**src/rtl/mem_access_stage_pkg.sv**
```systemverilog
// mem_access_stage_pkg: rv32i types shared by the MEM stage, its bus interface and the lane aligner.
package mem_access_stage_pkg;
    typedef logic [31:0] rv32i_word;
    typedef logic [3:0]  rv32i_mem_wmask;

    typedef struct packed {
        logic [6:0] opcode;
        logic [2:0] funct3;
        logic       mem_read;
        logic       mem_write;
        logic       load_regfile;
        logic [4:0] rd;
    } rv32i_control_word;

    typedef enum bit {MEM_IDLE, MEM_ACCESS} mem_stage_state_t;

    typedef struct packed {
        logic              valid;
        rv32i_control_word ctrl;
        rv32i_word         alu_out;
        rv32i_word         mdr;
        rv32i_mem_wmask    rmask;
        rv32i_mem_wmask    wmask;
        rv32i_word         mem_addr;
        rv32i_word         mem_wdata;
        logic              trap;
    } mem_wb_t;

    localparam logic [2:0] F3_B  = 3'b000;
    localparam logic [2:0] F3_H  = 3'b001;
    localparam logic [2:0] F3_W  = 3'b010;
    localparam logic [2:0] F3_BU = 3'b100;
    localparam logic [2:0] F3_HU = 3'b101;

    function automatic logic f3_legal(input logic [2:0] f3, input logic is_load);
        return is_load ? (f3 inside {F3_B, F3_H, F3_W, F3_BU, F3_HU}) : (f3 <= F3_W);
    endfunction
endpackage

```
**src/rtl/mem_access_stage_if.sv**
```systemverilog
// mem_access_stage_if: data-memory request/response bus between the MEM stage and data memory.
interface mem_access_stage_if;
    import mem_access_stage_pkg::*;
    rv32i_word      dmem_address;
    logic           dmem_read;
    logic           dmem_write;
    rv32i_mem_wmask dmem_wmask;
    rv32i_word      dmem_wdata;
    rv32i_word      dmem_rdata;
    logic           dmem_resp;
    modport master (output dmem_address, dmem_read, dmem_write, dmem_wmask, dmem_wdata,
                    input  dmem_rdata, dmem_resp);
    modport slave  (input  dmem_address, dmem_read, dmem_write, dmem_wmask, dmem_wdata,
                    output dmem_rdata, dmem_resp);
endinterface

```
**src/rtl/mem_access_stage_load_store_align.sv**
```systemverilog
// load_store_align: byte-lane masks, store data shift, load data extraction and misalignment detection.
module load_store_align
    import mem_access_stage_pkg::*;
(
    input  logic [2:0]     funct3_i,
    input  logic           is_load_i,
    input  logic [1:0]     off_i,
    input  rv32i_word      rs2_i,
    input  rv32i_word      rdata_i,
    output rv32i_mem_wmask mask_o,
    output rv32i_word      wdata_o,
    output rv32i_word      mdr_o,
    output logic           misalign_o
);
    rv32i_mem_wmask base;
    rv32i_word      shifted;

    // Size decode from funct3[1:0]; illegal encodings are folded into misalign so they trap the same way.
    always_comb begin
        misalign_o = !f3_legal(funct3_i, is_load_i) ||
                     (funct3_i[1:0] == 2'b01 ? off_i[0] : funct3_i[1:0] == 2'b10 ? |off_i : 1'b0);
        base       = funct3_i[1:0] == 2'b00 ? 4'b0001 : funct3_i[1:0] == 2'b01 ? 4'b0011 : 4'b1111;
        mask_o     = misalign_o ? 4'b0000 : base << off_i;
        wdata_o    = rs2_i << {off_i, 3'b000};
        shifted    = rdata_i >> {off_i, 3'b000};
        mdr_o      = funct3_i == F3_B  ? {{24{shifted[7]}}, shifted[7:0]} :
                     funct3_i == F3_BU ? {24'b0, shifted[7:0]} :
                     funct3_i == F3_H  ? {{16{shifted[15]}}, shifted[15:0]} :
                     funct3_i == F3_HU ? {16'b0, shifted[15:0]} : shifted;
    end
endmodule

```
**src/rtl/mem_access_stage.sv**
```systemverilog
// mem_access_stage: rv32i MEM stage; issues data-memory accesses, stalls until response, owns MEM/WB.
module mem_access_stage
    import mem_access_stage_pkg::*;
(
    input  logic               clk,
    input  logic               rst,
    input  logic               in_valid,
    input  rv32i_control_word  in_ctrl,
    input  rv32i_word          in_alu_out,
    input  rv32i_word          in_rs2,
    output logic               stall_out,
    mem_access_stage_if.master dmem,
    output logic               wb_valid,
    output rv32i_control_word  wb_ctrl,
    output rv32i_word          wb_alu_out,
    output rv32i_word          wb_mdr,
    output rv32i_mem_wmask     wb_rmask,
    output rv32i_mem_wmask     wb_wmask,
    output rv32i_word          wb_mem_addr,
    output rv32i_word          wb_mem_wdata,
    output logic               wb_trap
);
    mem_stage_state_t state_q, state_d;
    mem_wb_t          wb_q, wb_d, pend_q, pend_d;
    rv32i_word        req_addr_q, req_addr_d, req_wdata_q, req_wdata_d;
    rv32i_mem_wmask   req_wmask_q, req_wmask_d;
    logic             req_read_q, req_read_d, req_write_q, req_write_d;
    logic             busy, mem_ins, memop;
    rv32i_mem_wmask   al_mask;
    rv32i_word        al_wdata, al_mdr;
    logic             al_mis;

    assign busy = state_q == MEM_ACCESS;

    // While waiting on memory the aligner formats the captured instruction, otherwise the incoming one.
    load_store_align u_align (
        .funct3_i   (busy ? pend_q.ctrl.funct3 : in_ctrl.funct3),
        .is_load_i  (busy ? pend_q.ctrl.mem_read : in_ctrl.mem_read),
        .off_i      (busy ? pend_q.mem_addr[1:0] : in_alu_out[1:0]),
        .rs2_i      (in_rs2),
        .rdata_i    (dmem.dmem_rdata),
        .mask_o     (al_mask),
        .wdata_o    (al_wdata),
        .mdr_o      (al_mdr),
        .misalign_o (al_mis)
    );

    assign dmem.dmem_address = req_addr_q;
    assign dmem.dmem_read    = req_read_q;
    assign dmem.dmem_write   = req_write_q;
    assign dmem.dmem_wmask   = req_wmask_q;
    assign dmem.dmem_wdata   = req_wdata_q;
    assign wb_valid          = wb_q.valid;
    assign wb_ctrl           = wb_q.ctrl;
    assign wb_alu_out        = wb_q.alu_out;
    assign wb_mdr            = wb_q.mdr;
    assign wb_rmask          = wb_q.rmask;
    assign wb_wmask          = wb_q.wmask;
    assign wb_mem_addr       = wb_q.mem_addr;
    assign wb_mem_wdata      = wb_q.mem_wdata;
    assign wb_trap           = wb_q.trap;

    // Next state: launch legal accesses from IDLE, retire them into MEM/WB on the response pulse.
    always_comb begin
        state_d     = state_q;
        wb_d        = wb_q;
        wb_d.valid  = 1'b0;
        pend_d      = pend_q;
        req_addr_d  = req_addr_q;
        req_wdata_d = req_wdata_q;
        req_wmask_d = req_wmask_q;
        req_read_d  = req_read_q;
        req_write_d = req_write_q;
        stall_out   = 1'b0;
        mem_ins     = in_valid & (in_ctrl.mem_read | in_ctrl.mem_write);
        memop       = mem_ins & ~al_mis;
        if (!busy) begin
            stall_out = memop;
            if (memop) begin
                state_d     = MEM_ACCESS;
                req_addr_d  = {in_alu_out[31:2], 2'b00};
                req_wdata_d = in_ctrl.mem_write ? al_wdata : '0;
                req_wmask_d = in_ctrl.mem_write ? al_mask : '0;
                req_read_d  = in_ctrl.mem_read;
                req_write_d = in_ctrl.mem_write;
                pend_d      = '{valid: 1'b1, ctrl: in_ctrl, alu_out: in_alu_out, mdr: '0,
                                rmask: in_ctrl.mem_read ? al_mask : '0,
                                wmask: in_ctrl.mem_write ? al_mask : '0,
                                mem_addr: in_alu_out,
                                mem_wdata: in_ctrl.mem_write ? al_wdata : '0, trap: 1'b0};
            end else if (in_valid) begin
                wb_d = '{valid: 1'b1, ctrl: in_ctrl, alu_out: in_alu_out, mdr: '0, rmask: '0, wmask: '0,
                         mem_addr: mem_ins ? in_alu_out : '0, mem_wdata: '0, trap: mem_ins};
            end
        end else begin
            stall_out = ~dmem.dmem_resp;
            if (dmem.dmem_resp) begin
                state_d     = MEM_IDLE;
                wb_d        = pend_q;
                wb_d.mdr    = req_read_q ? al_mdr : '0;
                req_addr_d  = '0;
                req_wdata_d = '0;
                req_wmask_d = '0;
                req_read_d  = 1'b0;
                req_write_d = 1'b0;
            end
        end
    end

    // State, request and MEM/WB registers; reset drops any in-flight request immediately.
    always_ff @(posedge clk or posedge rst) begin
        if (rst) begin
            state_q     <= MEM_IDLE;
            wb_q        <= '0;
            pend_q      <= '0;
            req_addr_q  <= '0;
            req_wdata_q <= '0;
            req_wmask_q <= '0;
            req_read_q  <= 1'b0;
            req_write_q <= 1'b0;
        end else begin
            state_q     <= state_d;
            wb_q        <= wb_d;
            pend_q      <= pend_d;
            req_addr_q  <= req_addr_d;
            req_wdata_q <= req_wdata_d;
            req_wmask_q <= req_wmask_d;
            req_read_q  <= req_read_d;
            req_write_q <= req_write_d;
        end
    end
endmodule
```
**src/flat_wrapper.sv**
```systemverilog
// flat-port wrapper written by rule: the top's interface ports become plain ports
module mem_access_stage_flat import mem_access_stage_pkg::*;
  (clk, rst, in_valid, in_ctrl, in_alu_out, in_rs2, stall_out, wb_valid, wb_ctrl, wb_alu_out, wb_mdr, wb_rmask, wb_wmask, wb_mem_addr, wb_mem_wdata, wb_trap, dmem_dmem_address, dmem_dmem_read, dmem_dmem_write, dmem_dmem_wmask, dmem_dmem_wdata, dmem_dmem_rdata, dmem_dmem_resp);
  mem_access_stage_if dmem_i ();
  input  logic clk;
  input  logic rst;
  input  logic in_valid;
  input  rv32i_control_word in_ctrl;
  input  rv32i_word in_alu_out;
  input  rv32i_word in_rs2;
  output logic stall_out;
  output logic wb_valid;
  output rv32i_control_word wb_ctrl;
  output rv32i_word wb_alu_out;
  output rv32i_word wb_mdr;
  output rv32i_mem_wmask wb_rmask;
  output rv32i_mem_wmask wb_wmask;
  output rv32i_word wb_mem_addr;
  output rv32i_word wb_mem_wdata;
  output logic wb_trap;
  output wire logic [$bits(dmem_i.dmem_address)-1:0] dmem_dmem_address;
  output wire logic [$bits(dmem_i.dmem_read)-1:0] dmem_dmem_read;
  output wire logic [$bits(dmem_i.dmem_write)-1:0] dmem_dmem_write;
  output wire logic [$bits(dmem_i.dmem_wmask)-1:0] dmem_dmem_wmask;
  output wire logic [$bits(dmem_i.dmem_wdata)-1:0] dmem_dmem_wdata;
  input wire logic [$bits(dmem_i.dmem_rdata)-1:0] dmem_dmem_rdata;
  input wire logic [$bits(dmem_i.dmem_resp)-1:0] dmem_dmem_resp;
  assign dmem_dmem_address = dmem_i.dmem_address;
  assign dmem_dmem_read = dmem_i.dmem_read;
  assign dmem_dmem_write = dmem_i.dmem_write;
  assign dmem_dmem_wmask = dmem_i.dmem_wmask;
  assign dmem_dmem_wdata = dmem_i.dmem_wdata;
  assign dmem_i.dmem_rdata = dmem_dmem_rdata;
  assign dmem_i.dmem_resp = dmem_dmem_resp;
  mem_access_stage u_core (.clk(clk), .rst(rst), .in_valid(in_valid), .in_ctrl(in_ctrl), .in_alu_out(in_alu_out), .in_rs2(in_rs2), .stall_out(stall_out), .dmem(dmem_i), .wb_valid(wb_valid), .wb_ctrl(wb_ctrl), .wb_alu_out(wb_alu_out), .wb_mdr(wb_mdr), .wb_rmask(wb_rmask), .wb_wmask(wb_wmask), .wb_mem_addr(wb_mem_addr), .wb_mem_wdata(wb_mem_wdata), .wb_trap(wb_trap));
endmodule
```
**config.mk**
```make
export PLATFORM = sky130hd
export DESIGN_NAME = mem_access_stage_flat
export DESIGN_NICKNAME = d
export VERILOG_FILES = /design/src/rtl/mem_access_stage_pkg.sv /design/src/rtl/mem_access_stage_if.sv /design/src/rtl/mem_access_stage_load_store_align.sv /design/src/rtl/mem_access_stage.sv /design/src/flat_wrapper.sv
export SDC_FILE = /design/constraint.sdc
export NUM_CORES = 1
export LEC_CHECK = 0
export ABC_AREA = 1
export CORE_MARGIN = 10
export CORE_UTILIZATION = 34
export DETAILED_ROUTE_END_ITERATION = 7
export GPL_TIMING_DRIVEN = 0
export SKIP_CTS_REPAIR_TIMING = 1
export SLEW_MARGIN = 15
export SYNTH_ARGS = -nofsm -noshare
export SYNTH_HDL_FRONTEND = slang
export SYNTH_SLANG_ARGS = --single-unit
```
**constraint.sdc**
```tcl
create_clock -name clk -period 35.2 [get_ports clk]
set_clock_uncertainty 0.2 [all_clocks]
set_input_delay 8.8 -clock clk [delete_from_list [all_inputs] [get_ports clk]]
set_output_delay 8.8 -clock clk [all_outputs]
set_load 0.01 [all_outputs]
```
# ---- Word-level counts from Yosys, hierarchy flattened
# Cells that the tools add are included.
dict set report totals {
  regBits 318
  latch_bits 0
  ramBits 0
  rom_bits 0
  input_bits 118
  out_inout_bits 227
  elab_cells 99
  memories 0
}
dict set report classes {
  n_addsub 0
  mul 0
  div_mod_pow 0
  order_cmp 1
  n_eq_ne 8
  n_shift 3
  mux 39
  bitwise 6
  reduce_logical 11
}
# operator n
set ops {}
lappend ops {{two-way mux 156 bit} 4}
lappend ops {{two-way mux 32 bit} 12}
lappend ops {{two-way mux 4 bit} 8}
lappend ops {{left shift 32 x 5 -> 32 bit} 1}
lappend ops {{>> shifter 32 x 5 -> 32 bit} 1}
lappend ops {{two-way mux 1 bit} 13}
lappend ops {{== test 3 bit (second input constant)} 2}
lappend ops {{nonzero test 5 bit} 1}
lappend ops {{AND reduction 2 bit} 2}
lappend ops {{nonzero test 2 bit} 2}
lappend ops {{left shift 4 x 2 -> 4 bit} 1}
lappend ops {{== test 3 x 1 -> 1 bit (second input constant)} 1}
lappend ops {{== test 3 x 2 -> 1 bit (second input constant)} 1}
lappend ops {{<= comparator 3 x 2 -> 1 bit (second input constant)} 1}
lappend ops {{logical NOT 3 bit} 1}
lappend ops {{two-way mux 3 bit} 1}
lappend ops {{inverter 1 bit} 3}
lappend ops {{AND reduction 3 bit} 1}
lappend ops {{bitwise AND 1 bit} 2}
lappend ops {{== test 2 x 1 -> 1 bit (second input constant)} 1}
lappend ops {{== test 2 bit (second input constant)} 1}
lappend ops {{logical NOT 2 bit} 1}
lappend ops {{two-way mux 2 bit} 1}
lappend ops {{!= test 2 x 1 -> 1 bit (second input constant)} 1}
lappend ops {{5 further kinds} 5}

# ---- Logic depth before layout (Yosys ltp)
# Gate-level depths: netlist (run 1).
dict set report logic_depth {
  word_depth 10
  depth_mapped 14
  depth_no_buf 12
}

# ---- By module
# Synthesis (run 1) repeated with hierarchy kept, for this count alone.
dict set report unflattened {
  hier_cells 1886
  area_unflattened_um2 14781.7
}
# module n_inst cells_per_inst area_per_inst_um2 seq_area_each_um2
set by_module_without_submodules {}
lappend by_module_without_submodules {mem_access_stage 1 1571 13277.7 7907.6}
lappend by_module_without_submodules {load_store_align 1 315 1503.9 0.0}

# ---- Least setup slack after synthesis (run 1)
# Ideal clock, no wire load.
dict set report synth_path {
  kind {input-to-output}
  from {input port in_alu_out[0]}
  to {output port stall_out}
  arrival_ps 9842
  required_time_ps 26200
  slack_ps 16358
  cell_stages 8
  path_buffers 1
  path_cell_list {nand2_2 -> nand2_1 -> nor2_1 -> nand2_1 -> nand2_1 -> nand3_1 -> buf_2 -> a21oi_1}
}
dict set report synth_between {
  elab_chain_cells 8
}
# item line_no
set synth_lines {}
lappend synth_lines {{start: declaration} flat_wrapper.sv:9} ;# input rv32i_word in_alu_out;
lappend synth_lines {{two-way mux 2 bit (*)} mem_access_stage.sv:39} ;# .off_i (busy ? pend_q.mem_addr[1:0] : in_alu_out[1:0]),
lappend synth_lines {{OR reduction 2 bit} mem_access_stage_load_store_align.sv:21} ;# (funct3_i[1:0] == 2'b01 ? off_i[0] : funct3_i[1:0] == 2'b10 ? |off_i : 1'b0);
lappend synth_lines {{two-way mux 1 bit} mem_access_stage_load_store_align.sv:21}
lappend synth_lines {{two-way mux 1 bit (*)} mem_access_stage_load_store_align.sv:21}
lappend synth_lines {{logical OR 1 bit (*)} mem_access_stage_load_store_align.sv:20} ;# misalign_o = !f3_legal(funct3_i, is_load_i) ||
lappend synth_lines {{inverter 1 bit (*)} mem_access_stage.sv:76} ;# memop = mem_ins & ~al_mis;
lappend synth_lines {{bitwise AND 1 bit (*)} mem_access_stage.sv:76}
lappend synth_lines {{two-way mux 1 bit (*)} mem_access_stage.sv:77} ;# if (!busy) begin
lappend synth_lines {{end: declaration} flat_wrapper.sv:11} ;# output logic stall_out;
# Every way passes the cells marked *; elsewhere a longest branch is shown, timed or not.

# ---- Worst setup path in the final report (run 1)
dict set report layout_path {
  from {input port in_ctrl[7] in the netlist's numbering}
  to {output port stall_out}
}
dict set report layout_between {
  elab_chain_cells 7
  elab_cells_between_ends 9
  cone_classes {3 x mux; 4 x bitwise; 2 x reduce/logical}
}
# item line_no
set layout_lines {}
lappend layout_lines {{start: declaration} flat_wrapper.sv:8} ;# input rv32i_control_word in_ctrl;
lappend layout_lines {{two-way mux 1 bit} mem_access_stage.sv:38} ;# .is_load_i (busy ? pend_q.ctrl.mem_read : in_ctrl.mem_read),
lappend layout_lines {{two-way mux 1 bit} mem_access_stage_pkg.sv:36} ;# return is_load ? (f3 inside {F3_B, F3_H, F3_W, F3_BU, F3_HU}) : (f3 <= F3_W);
lappend layout_lines {{logical NOT 1 bit} mem_access_stage_load_store_align.sv:20}
lappend layout_lines {{logical OR 1 bit} mem_access_stage_load_store_align.sv:20}
lappend layout_lines {{inverter 1 bit} mem_access_stage.sv:76}
lappend layout_lines {{bitwise AND 1 bit (*)} mem_access_stage.sv:76}
lappend layout_lines {{two-way mux 1 bit (*)} mem_access_stage.sv:77}
# Marked as above.

==> results of run 1 <==
[through the flow]
stage / instances / utilization
finish: 3094 / 0.470
floorplan: 2085 / -
detailed placement: 3021 / 0.441
global placement: 3017 / 0.439
CTS: 3089 / 0.470
global route: 3093 / 0.470
[logic make-up (layout without fill, tap and decap cells)]
logic type	count (synthesis)	count (layout)	synth area share
AND/OR/NAND/NOR	1361	1361	0.367
buffers and inverters	341	753	0.0932
flip-flops	316	316	0.516
AO/OA/AOI/OAI	65	65	0.0237
other	1	7	0.000245
[worst min path at each step]
stage                  startpoint                      end  slack (ps)  depth (start not counted)
3_3_place_gp   u_core.pend_q[155]       u_core.pend_q[155]         230                          2
3_5_place_dp   u_core.pend_q[155]       u_core.pend_q[155]         230                          2
2_1_floorplan  u_core.pend_q[155]       u_core.pend_q[155]         220                          2
5_1_grt         u_core.pend_q[18]  u_core.wb_mem_wdata[17]         290                          2
6_report       u_core.pend_q[155]       u_core.pend_q[155]         250                          2
4_1_cts        u_core.pend_q[155]       u_core.pend_q[155]         250                          2
[cells in the mapped netlist]
cell        n
inv_2       3
buf_6       1
conb_1      1
nor3_1      9
nor2_4      1
nand4_1     5
nand3_2     1
o21ai_1     2
nand2_1   886
dfrtp_1   316
o211ai_1   14
clkbuf_1   67
inv_4       1
nor2_2      2
buf_1      15
nand2_2     3
buf_2      30
buf_4      27
nand3_1   378
a21oi_1    10
inv_1     197
o21a_1      1
nor2_1     76
o21ai_0    38
[registers in the layout, indices dropped and copies added (netlist names)]
| signal | count |
|---|---|
| u_core.dmem.dmem_write | 1 |
| u_core.wb_mdr | 32 |
| u_core.wb_mem_addr | 32 |
| u_core.pend_q | 91 |
| u_core.wb_trap | 1 |
| u_core.wb_ctrl | 18 |
| u_core.dmem.dmem_wmask | 4 |
| u_core.wb_mem_wdata | 32 |
| u_core.dmem.dmem_address | 30 |
| u_core.wb_wmask | 4 |
| u_core.dmem.dmem_wdata | 32 |
| u_core.dmem.dmem_read | 1 |
| u_core.busy | 1 |
| u_core.wb_valid | 1 |
| u_core.wb_alu_out | 32 |
| u_core.wb_rmask | 4 |
[cell type report]
type / instances / area [um2]
Antenna cell: 5 / 12.5
Buffer: 140 / 672
Clock buffer: 53 / 1100
Clock inverter: 15 / 164
Fill cell: 4439 / 23500
Inverter: 201 / 764
Multi-Input combinational cell: 1428 / 6000
Sequential cell: 316 / 7910
Tap cell: 592 / 741
Timing Repair Buffer: 344 / 3510
[critical path: stages]
cell and delay [ps]:
clkdlybuf4s50_1 530, o21ai_1 610, inv_1 200, nand3_1 180, buf_2 290, a21oi_1 150, clkdlybuf4s50_1 600
[power breakdown]
part	switching (uW)	internal (uW)	total (uW)
sequential	95.3	516	611
clock	161	240	401
combinational	515	352	866
total	771	1110	1880
[cells in the final DEF, fill, tap and decap left out, types with 27 or more instances in the layout]
cell type	n
clkbuf_1	74
buf_4	27
buf_2	30
clkbuf_16	39
dfrtp_1	316
inv_1	196
o21ai_0	38
nand3_1	378
nand2_1	886
nor2_1	76
clkdlybuf4s50_1	340
[metal layers]
layer	up-vias	GRT usage	part of all wire
met5	-	0	0
met4	0	0.0764	0.029
met3	95	0.0531	0.081
met2	558	0.347	0.46
met1	7323	0.295	0.43
li1	7269	-	-
==> impl_results.md, run 1 <==
* Status: complete, no violations
* Worst hold slack at around 250 ps
* DP HPWL at approximately 48000 um
* IO Port Bufs at between 300 and 400
* R2R Setup Slk at ~32000 ps
* CTS sink cnt at 316
* Final worst-path cycle share at 0.578
* Synth Cell Area at approximately 15000 um2
* Crit path DAT at 11360 ps
* FF+latch count, synth at 316
* Worst r2r src: u_core.busy
* # H-tree levels at 2
* Crit path to: stall_out
* Worst-path clk slew at 60 ps
* Crit. End Element: output pin
* Worst slew margin at 0.425
* DR vias at about 15000
* Yosys Warn Count at 0
* RSZ-0062 raised after global routing: false
* Worst EP required at 26200 ps
* Finished Cell Area at ~21000 um2
* Cell Pwr Density at about 90 nW/um2
* R2r endpoint: u_core.wb_mdr[9]
* Vias in the first global route at 14800
* Routed wire length at about 60000 um
* Peak supply drop at approximately 35 uV
* Critical setup path kind: in -> out
* Placed Area at 19600 um2
* Avg WL per Cell at between 15 and 20 um
* Area of the core at between 40000 and 50000 um2
* Setup TNS at 0 ps
* Fmax at just under 50 MHz
* Total Nets Final at approximately 2600
* Slew Viols, Final at 0
* Grt total ovfl at 0
* # Max-Cap Violations at 0
* Layout area overhead at 36.1%
* Final Critical Period at ~20000 ps
* Leading area contributor after synthesis: dfrtp_1
* Die extent in y at 232 um
* Std-Cell Rows at 77
* DR DRC count at 0
* CTS tree: done
* Io pins at 345
* Pre-antenna DRT Iters at 5
* Total power at ~1900 uW
* Final WS setup at roughly 15000 ps
* Initial core utilization at 0.345
* Leak at about 0.011 uW
* Worst min path class: reg -> reg
* Crit start category: primary input
* Worst-path maximum fanout at 10
* Slew @ Worst Pin at ~860 ps
* Initial DRC count at ~1200
* Top cell type's share of synthesized area at 0.516
* Routability cong. at roughly 0.9
* Clock buffer depth at 3
* Count of different cell masters after synthesis at 24
* Pre-CTS WS at around 15000 ps
* Global-route wire length before repair at between 90000 and 100000 um
* Pin count of the biggest net entering global routing at between 70 and 80
* Vias per cell at approximately 4.9
* Antenna Nets Post-Route at 0
* Clk Latency, worst-skew pair at 550 ps
* Die area at approximately 54000 um2
* Total GRT Usage at 0.222
* Initial antenna violation count at 4
* Hold Violations, Final at 0
* Mapped Cells at roughly 2100
* Die width at 232 um
* Worst R2R Path Depth at 8
* Top cells by area, synth: dfrtp_1, nand2_1, nand3_1, inv_1, nor2_1
* CTS root buf: clkbuf_16
* Worst Setup SP: in_ctrl[7]
* Sequential-to-total area share from yosys stat at 0.516
* Final setup viols at 0
* Total CTS buffers at 37
* Mean Syn Cell Area at between 7 and 8 um2
* Share of layout cells above drive strength 1 at 0.0541
(Power assumes the default switching activity.)
==> run 2: changes to the inputs <==
- clock period: 35.2 -> 17.5 ns (I/O delays scaled with it)
==> results of run 2 <==
Same layout as run 1 (identical final DEF). Status: complete, no violations.
Main changes from that run: setup slack after placement 14880 ps -> 6030 ps; setup slack after layout 14840 ps -> 5990 ps; register-to-register setup slack 32440 ps -> 14740 ps; total power 1880 uW -> 3780 uW; worst IR drop on VDD 35.2 uV -> 70.9 uV
